File: src/rtl/peri_pdm_decimator_pkg.sv
// Shared types and register-map constants for the PDM-to-PCM decimator.
package peri_pdm_decimator_pkg;

    typedef enum logic [1:0] {
        ST_IDLE = 2'd0,
        ST_COMB = 2'd1,
        ST_PUSH = 2'd2
    } state_e;

    localparam logic ADR_CTRL   = 1'b0;
    localparam logic ADR_STATUS = 1'b0;
    localparam logic ADR_DATA   = 1'b1;

    localparam int CTRL_EN_BIT      = 0;
    localparam int CTRL_CLR_OVF_BIT = 1;
    localparam int STAT_NE_BIT      = 0;
    localparam int STAT_OVF_BIT     = 1;
    localparam int STAT_CNT_LSB     = 4;

endpackage

File: src/rtl/peri_pdm_decimator_sync_fifo.sv
// Small synchronous FIFO; a push while full only lands if a pop frees a slot that cycle.
module sync_fifo #(
    parameter int Width = 16,
    parameter int Depth = 8
) (
    input  logic                           clk_i,
    input  logic                           rst_i,
    input  logic                           push_i,
    input  logic                           pop_i,
    input  logic [Width-1:0]               data_i,
    output logic [Width-1:0]               data_o,
    output logic                           full_o,
    output logic                           empty_o,
    output logic [$clog2(Depth+1)-1:0]     count_o
);
    localparam int AW = (Depth > 1) ? $clog2(Depth) : 1;
    localparam int CW = $clog2(Depth + 1);

    logic [Width-1:0] mem [Depth];
    logic [AW-1:0]    wptr_q, rptr_q;
    logic [CW-1:0]    count_q;
    logic             do_push, do_pop;

    assign full_o  = (count_q == CW'(Depth));
    assign empty_o = (count_q == '0);
    assign count_o = count_q;
    assign data_o  = mem[rptr_q];
    assign do_pop  = pop_i & ~empty_o;
    assign do_push = push_i & (~full_o | pop_i);

    always_ff @(posedge clk_i) begin
        if (do_push) mem[wptr_q] <= data_i;
    end

    always_ff @(posedge clk_i or posedge rst_i) begin
        if (rst_i) begin
            wptr_q  <= '0;
            rptr_q  <= '0;
            count_q <= '0;
        end else begin
            if (do_push) wptr_q <= wptr_q + 1'b1;
            if (do_pop)  rptr_q <= rptr_q + 1'b1;
            case ({do_push, do_pop})
                2'b10:   count_q <= count_q + 1'b1;
                2'b01:   count_q <= count_q - 1'b1;
                default: count_q <= count_q;
            endcase
        end
    end

endmodule

File: src/rtl/peri_pdm_decimator.sv
// PDM microphone decimator: Order-stage CIC (integrators at strobe rate, combs time-shared
// by a small FSM), PCM conversion with clamp, FIFO and an 8-bit Wishbone register port.
module peri_pdm_decimator
    import peri_pdm_decimator_pkg::*;
#(
    parameter int Order     = 3,
    parameter int Decim     = 64,
    parameter int AudioBits = 16,
    parameter int FifoDepth = 8
) (
    input  logic       clk_i,
    input  logic       rst_i,
    input  logic       pdm_en_i,
    input  logic       pdm_data_i,
    input  logic       wb_we_i,
    input  logic       wb_adr_i,
    input  logic [7:0] wb_dat_i,
    input  logic       wb_stb_i,
    output logic [7:0] wb_dat_o,
    output logic       wb_ack_o,
    output logic       irq_o
);
    localparam int DW    = $clog2(Decim);
    localparam int W     = Order * DW + 1;
    localparam int SHIFT = W - 1 - AudioBits;
    localparam int SIW   = (Order > 1) ? $clog2(Order) : 1;
    localparam int CW    = $clog2(FifoDepth + 1);
    localparam logic signed [W:0] HALF    = (W+1)'(64'd1 << (W - 2));
    localparam logic signed [W:0] POS_MAX = HALF - (W+1)'(1);

    logic [W-1:0]         integ_q [Order];
    logic [W-1:0]         integ_d [Order];
    logic [W-1:0]         comb_q  [Order];
    logic [DW-1:0]        dcnt_q, dcnt_d;
    logic [W-1:0]         acc_q, comb_diff;
    logic [SIW-1:0]       stage_q;
    state_e               state_q;
    logic                 push_q;
    logic [AudioBits-1:0] pcm_q, pcm_conv;
    logic signed [W:0]    s_raw, s_clamp, s_sh;
    logic                 enable_q, ovf_q, phase_q, latch;

    logic                 rd_data, wr_ctrl, pop, fifo_push, fifo_full, fifo_empty, ovf_evt;
    logic [AudioBits-1:0] fifo_dout;
    logic [CW-1:0]        fifo_cnt;
    logic [7:0]           status;
    logic [15:0]          head16;
    logic                 unused_wdat;

    always_comb begin
        dcnt_d = dcnt_q;
        for (int k = 0; k < Order; k++) integ_d[k] = integ_q[k];
        if (!enable_q) begin
            dcnt_d = '0;
            for (int k = 0; k < Order; k++) integ_d[k] = '0;
        end else if (pdm_en_i) begin
            dcnt_d     = dcnt_q + 1'b1;
            integ_d[0] = integ_q[0] + W'(pdm_data_i);
            for (int k = 1; k < Order; k++) integ_d[k] = integ_q[k] + integ_q[k-1];
        end
    end

    assign latch = enable_q & pdm_en_i & (dcnt_q == DW'(Decim - 1));

    always_ff @(posedge clk_i or posedge rst_i) begin
        if (rst_i) begin
            dcnt_q <= '0;
            for (int k = 0; k < Order; k++) integ_q[k] <= '0;
        end else begin
            dcnt_q <= dcnt_d;
            for (int k = 0; k < Order; k++) integ_q[k] <= integ_d[k];
        end
    end

    // Gain is Decim^Order = 2^(W-1), so full-scale ones lands exactly one LSB past the clamp.
    always_comb begin
        comb_diff = acc_q - comb_q[stage_q];
        s_raw     = $signed({1'b0, comb_diff}) - HALF;
        s_clamp   = (s_raw > POS_MAX) ? POS_MAX : s_raw;
        s_sh      = s_clamp >>> SHIFT;
        pcm_conv  = AudioBits'(s_sh);
    end

    always_ff @(posedge clk_i or posedge rst_i) begin
        if (rst_i) begin
            state_q <= ST_IDLE;
            stage_q <= '0;
            acc_q   <= '0;
            push_q  <= 1'b0;
            pcm_q   <= '0;
            for (int k = 0; k < Order; k++) comb_q[k] <= '0;
        end else if (!enable_q) begin
            state_q <= ST_IDLE;
            stage_q <= '0;
            acc_q   <= '0;
            push_q  <= 1'b0;
            pcm_q   <= '0;
            for (int k = 0; k < Order; k++) comb_q[k] <= '0;
        end else begin
            push_q <= 1'b0;
            case (state_q)
                ST_IDLE: if (latch) begin
                    acc_q   <= integ_d[Order-1];
                    stage_q <= '0;
                    state_q <= ST_COMB;
                end
                ST_COMB: begin
                    comb_q[stage_q] <= acc_q;
                    acc_q           <= comb_diff;
                    if (stage_q == SIW'(Order - 1)) begin
                        state_q <= ST_PUSH;
                        push_q  <= 1'b1;
                        pcm_q   <= pcm_conv;
                    end else begin
                        stage_q <= stage_q + 1'b1;
                    end
                end
                ST_PUSH: state_q <= ST_IDLE;
                default: state_q <= ST_IDLE;
            endcase
        end
    end

    assign fifo_push = push_q & enable_q;
    assign rd_data   = wb_stb_i & ~wb_we_i & (wb_adr_i == ADR_DATA);
    assign wr_ctrl   = wb_stb_i & wb_we_i & (wb_adr_i == ADR_CTRL);
    assign pop       = rd_data & ~fifo_empty & phase_q;
    assign ovf_evt   = fifo_push & fifo_full & ~pop;

    sync_fifo #(.Width(AudioBits), .Depth(FifoDepth)) u_fifo (
        .clk_i   (clk_i),
        .rst_i   (rst_i),
        .push_i  (fifo_push),
        .pop_i   (pop),
        .data_i  (pcm_q),
        .data_o  (fifo_dout),
        .full_o  (fifo_full),
        .empty_o (fifo_empty),
        .count_o (fifo_cnt)
    );

    always_ff @(posedge clk_i or posedge rst_i) begin
        if (rst_i) begin
            enable_q <= 1'b0;
            ovf_q    <= 1'b0;
            phase_q  <= 1'b0;
        end else begin
            if (wr_ctrl) enable_q <= wb_dat_i[CTRL_EN_BIT];
            if (ovf_evt) ovf_q <= 1'b1;
            else if (wr_ctrl && wb_dat_i[CTRL_CLR_OVF_BIT]) ovf_q <= 1'b0;
            if (rd_data && !fifo_empty) phase_q <= ~phase_q;
        end
    end

    always_comb begin
        status                       = '0;
        status[STAT_NE_BIT]          = ~fifo_empty;
        status[STAT_OVF_BIT]         = ovf_q;
        status[STAT_CNT_LSB +: 4]    = 4'(fifo_cnt);
        head16                       = 16'($signed(fifo_dout));
        if (wb_adr_i == ADR_STATUS)  wb_dat_o = status;
        else if (fifo_empty)         wb_dat_o = 8'h00;
        else                         wb_dat_o = phase_q ? head16[15:8] : head16[7:0];
    end

    assign wb_ack_o    = wb_stb_i;
    assign irq_o       = enable_q & ~fifo_empty;
    assign unused_wdat = ^wb_dat_i[7:2];

endmodule

File: config.mk
export PLATFORM = sky130hd
export DESIGN_NAME = peri_pdm_decimator
export DESIGN_NICKNAME = d
export VERILOG_FILES = /design/src/rtl/peri_pdm_decimator_pkg.sv /design/src/rtl/peri_pdm_decimator_sync_fifo.sv /design/src/rtl/peri_pdm_decimator.sv
export SDC_FILE = /design/constraint.sdc
export NUM_CORES = 1
export LEC_CHECK = 0
export ABC_AREA = 0
export ABC_CLOCK_PERIOD_IN_PS = 7400
export BUFFER_PORTS_ARGS = -buffer_cell sky130_fd_sc_hd__buf_4
export CELL_PAD_IN_SITES_DETAIL_PLACEMENT = 1
export CELL_PAD_IN_SITES_GLOBAL_PLACEMENT = 2
export CORE_ASPECT_RATIO = 1.5
export CORE_UTILIZATION = 30
export CTS_BUF_LIST = sky130_fd_sc_hd__clkbuf_2 sky130_fd_sc_hd__clkbuf_4 sky130_fd_sc_hd__clkbuf_8
export DETAILED_ROUTE_END_ITERATION = 8
export HOLD_SLACK_MARGIN = 0.08
export PLACE_DENSITY = 0.56
export REMOVE_ABC_BUFFERS = 1
export SETUP_SLACK_MARGIN = 0.1
export SLEW_MARGIN = 20
export SYNTH_ARGS = -nofsm -noshare
export SYNTH_HDL_FRONTEND = slang
export SYNTH_SLANG_ARGS = --single-unit
File: constraint.sdc
create_clock -name clk_i -period 7.4 [get_ports clk_i]
set_clock_uncertainty 0.05 [all_clocks]
set_input_delay 0 -clock clk_i [delete_from_list [all_inputs] [get_ports clk_i]]
set_output_delay 0 -clock clk_i [all_outputs]
set_load 0.005 [all_outputs]
==> metrics.md <==
| Metric | Value |
|---|---|
| GR Util met2 | `about a third` |
| Critical path class | `register to register` |
| Number of fillers in the final layout | `~5500` |
| Share of total power in sequential cells | `between 40% and 50%` |
| Int Pwr | `roughly 3 mW` |
| Hold wc startpoint | `wb_stb_i` |
| Worst Max-Slew Pin Slew | `1.09 ns` |
| Gr busiest metal | `met2` |
| Vias per cell | `4.93` |
| Detailed Route Iter0 Violations | `between 300 and 400` |
| First-pass GRT wire length | `66.2 mm` |
| Final Cycle Share | `between 70% and 80%` |
| Multi-input logic area | `~6700 um^2` |
| LEAKAGE | `7.06 nW` |
| Max-cap violation count | `0` |
| Root buf cell | `clkbuf_8` |
| Synth area leader | `dfrtp_1` |
| Ys Warns | `0` |
| Core ar. | `approximately 50000 um^2` |
| # DRC | `0` |
| Remaining Overflow, GRT | `0` |
| Synth top cells by count | `173 x dfrtp_1, 156 x nand2_1, 128 x edfxtp_1, 126 x nor2_1, 113 x a21oi_1` |
| Critical Path AT | `between 5 and 6 ns` |
| RSZ-0062 raised after global routing | `no` |
| Clk Latency, worst-skew pair | `around 0.65 ns` |
| CTS tree | `yes` |
| Peak Freq | `around 190 MHz` |
| Clock sinks | `~300` |
| Yosys reg bits | `approximately 300` |
| Switch share | `between 20% and 30%` |
| DR vias | `slightly above 10000` |
| Final antenna-violating net count | `0` |
| Synth Flop Type | `dfrtp_1` |
| Die H | `roughly 280 um` |
| Number of global-route vias before repair | `between 10000 and 15000` |
| EDFF count, synth | `128` |
| Post-DP Area | `16200 um^2` |
| Critical R2R Launch | `stage_q[1]` |
| TritonRoute pass-1 iters | `4` |
| Cell Area, Synth | `~15000 um^2` |
| Initial antenna violation count | `1` |
| Minimum clock period | `around 5.2 ns` |
| # port buffers | `18` |
| WHS Path Cells | `2` |
| Peak VDD IR | `0.000128 V` |
| Setup crit start | `stage_q[1]` |
| Avg Inst Size Synth | `11.3 um^2` |
| Largest net degree at the start of global routing | `95` |
| Register Area | `~8200 um^2` |
| Row cnt | `just over 100` |
| Area Overhead vs Synth | `14.3%` |
| Share of layout cells above drive strength 1 | `between 10 and 15%` |
| R2R cell count | `16` |
| Critical path startpoint category | `register` |
| Fin. max-slew vios | `0` |
| Setup Total Neg Slack | `0 ns` |
| Total power | `4.24 mW` |
| Post CTS Setup Buffer Count | `0` |
| Die Wd | `about 190 um` |
| Clock buffer depth | `3` |
| Die ar. | `slightly above 50000 um^2` |
| Finish-stage setup viols | `0` |
| Routed WL | `just over 40 mm` |
| Starting density of the core | `a little under a third` |
| HPWL after DPL | `~28 mm` |
| GRT Total Usage | `16.5%` |
| Htree depth | `2` |
| Final hold vios | `0` |
| Data required, critical path | `7.87 ns` |
| CTS clk-pin slew, worst paths | `approximately 0.060 ns` |
| Clk pwr share | `39.0%` |
| Setup crit end kind | `register` |
| Area contributors post-synth | `dfrtp_1 28%, edfxtp_1 25%, mux4_2 5.9%` |
| Num CTS Buffers | `53` |
| Maximum fanout along the worst path | `19` |
| Pwr Density | `243 nW/um^2` |
| Slew HR | `a little over a quarter` |
| Nets@finish | `1483` |
| Per-cell routed wire length | `19.6 um` |
| Switching pwr | `about 1.2 mW` |
| Status | `complete, no violations` |
| Post-synthesis sequential area ratio | `about 53%` |
| Synth Instances | `1353` |
| Met3 usage | `2.57%` |
| Worst min-delay path class | `input pin to output port` |
| Final instance area | `approximately 17000 um^2` |
| Gate power share | `~17%` |
| RD Place Congestion | `around 0.73` |
| Distinct cell type count of the synthesized netlist | `67` |
| Io pins | `25` |
| Count leader, synth | `dfrtp_1` |
| GR Util met1 | `approximately 18%` |
| Ys async rst share | `57.5%` |
| Share of the synthesized area in the top cell type | `between 20 and 30%` |
## power groups by stage
stage,sequential (mW),clock (mW),combinational [mW]
after floorplan,1.90,0,0.470
after detailed placement,1.91,0,0.741
after global placement,1.91,0,0.731
after global routing,1.89,1.79,0.793
after CTS,1.88,1.73,0.748
final,1.87,1.65,0.717
## metrics by stage
stage          setup slack [ns]  util, %  hold slack, ns  cells
6_report                   2.20     34.7           0.140   2109
5_1_grt                    1.79     34.7           0.155   2108
2_1_floorplan              2.66        -         -0.0500   1288
3_5_place_dp               1.97     32.1           0.145   1996
3_3_place_gp               2.06     32.1           0.140   1996
4_1_cts                    1.97     34.7           0.145   2107
## critical path, cell delays in order, from the launching register on
cell       delay, ns
dfrtp_1         0.35
clkinv_1        0.59
a31oi_1         0.42
ha_1            0.28
o211ai_1        0.12
a21oi_1         0.27
o211ai_1        0.19
a31o_2          0.27
a21oi_1         0.22
mux2i_1         0.15
a2111oi_4       0.47
inv_1           0.10
ha_1            0.22
xnor2_1         0.65
nor2_1          0.41
a22oi_1         0.26
nor2_1          0.06
## cells by family (layout without fill, tap and decap cells)
kind of cell / after synthesis / count (layout) / synth area share (%)
xor gates and xnor gates: 69 / 69 / 3.95
other: 0 / 2 / 0
adders and majority gates: 72 / 72 / 6.09
AOI/OAI and AO/OA: 292 / 292 / 12.3
DFF: 301 / 301 / 53.5
muxes: 91 / 91 / 9.27
and+or+nand+nor: 415 / 415 / 12.1
buffers and inverters: 113 / 198 / 2.82
## path summary, 6_finish.rpt
check                                    to  slack [ns]
worst max-delay path              pcm_q[15]        2.20
worst min-delay path               wb_ack_o        0.14
worst max register to register    pcm_q[15]        2.20
worst min register to register  integ_q[15]        0.44
max in group asynchronous        comb_q[35]        5.56
min in group asynchronous       integ_q[21]        0.61
## layer usage
metal / vias to the layer above / part of all wire, %
met5: - / 0
met4: 0 / 2.0
met3: 61 / 2.5
met2: 91 / 56
met1: 5236 / 39
li1: 5010 / -
## sequential cells by signal, indices dropped and copies added, names as in the netlist
register and cells:
phase_q 1, integ_q 57, enable_q 1, comb_q 57, acc_q 19, u_fifo.rptr_q 3
u_fifo.mem 128, push_q 1, state_q 2, u_fifo.wptr_q 3, pcm_q 16, ovf_q 1
u_fifo.count_o 4, dcnt_q 6, stage_q 2
## repair_timing
action,4_1_cts,5_1_grt
hold buffers,14,0
endpoints found under the hold margin,118,0
resized for setup,0,0
## area by class of cell
cell class	count	share of cell area (%)
clock inverters	17	0.859
multi-input cells	939	38.3
inverters	48	1.09
clock buffers	80	5.66
flip-flops and latches	301	46.8
well taps	669	4.79
repair buffers	53	2.48
diodes	2	0.0286
## cell usage in the layout (no fill, tap or decap), drive strengths merged, types with 6 or more instances in the layout
cell           n
and2          13
o211ai        17
dfrtp        173
xnor2         41
a21o          14
nor2b          8
clkbuf        80
or2            6
mux2i         46
o22ai          8
nor2         126
clkinv        14
a22o          17
xor2          28
o21bai         9
and3           8
mux4          40
a31oi         25
a21oi        113
inv           49
nand2b        13
edfxtp       128
nand4         19
nor3          24
nand3         24
a211oi         9
buf           39
or3            9
dlygate4sd3   14
nand2        157
o21ai         48
ha            68
Note: power is estimated with default switching activity, not from simulation.
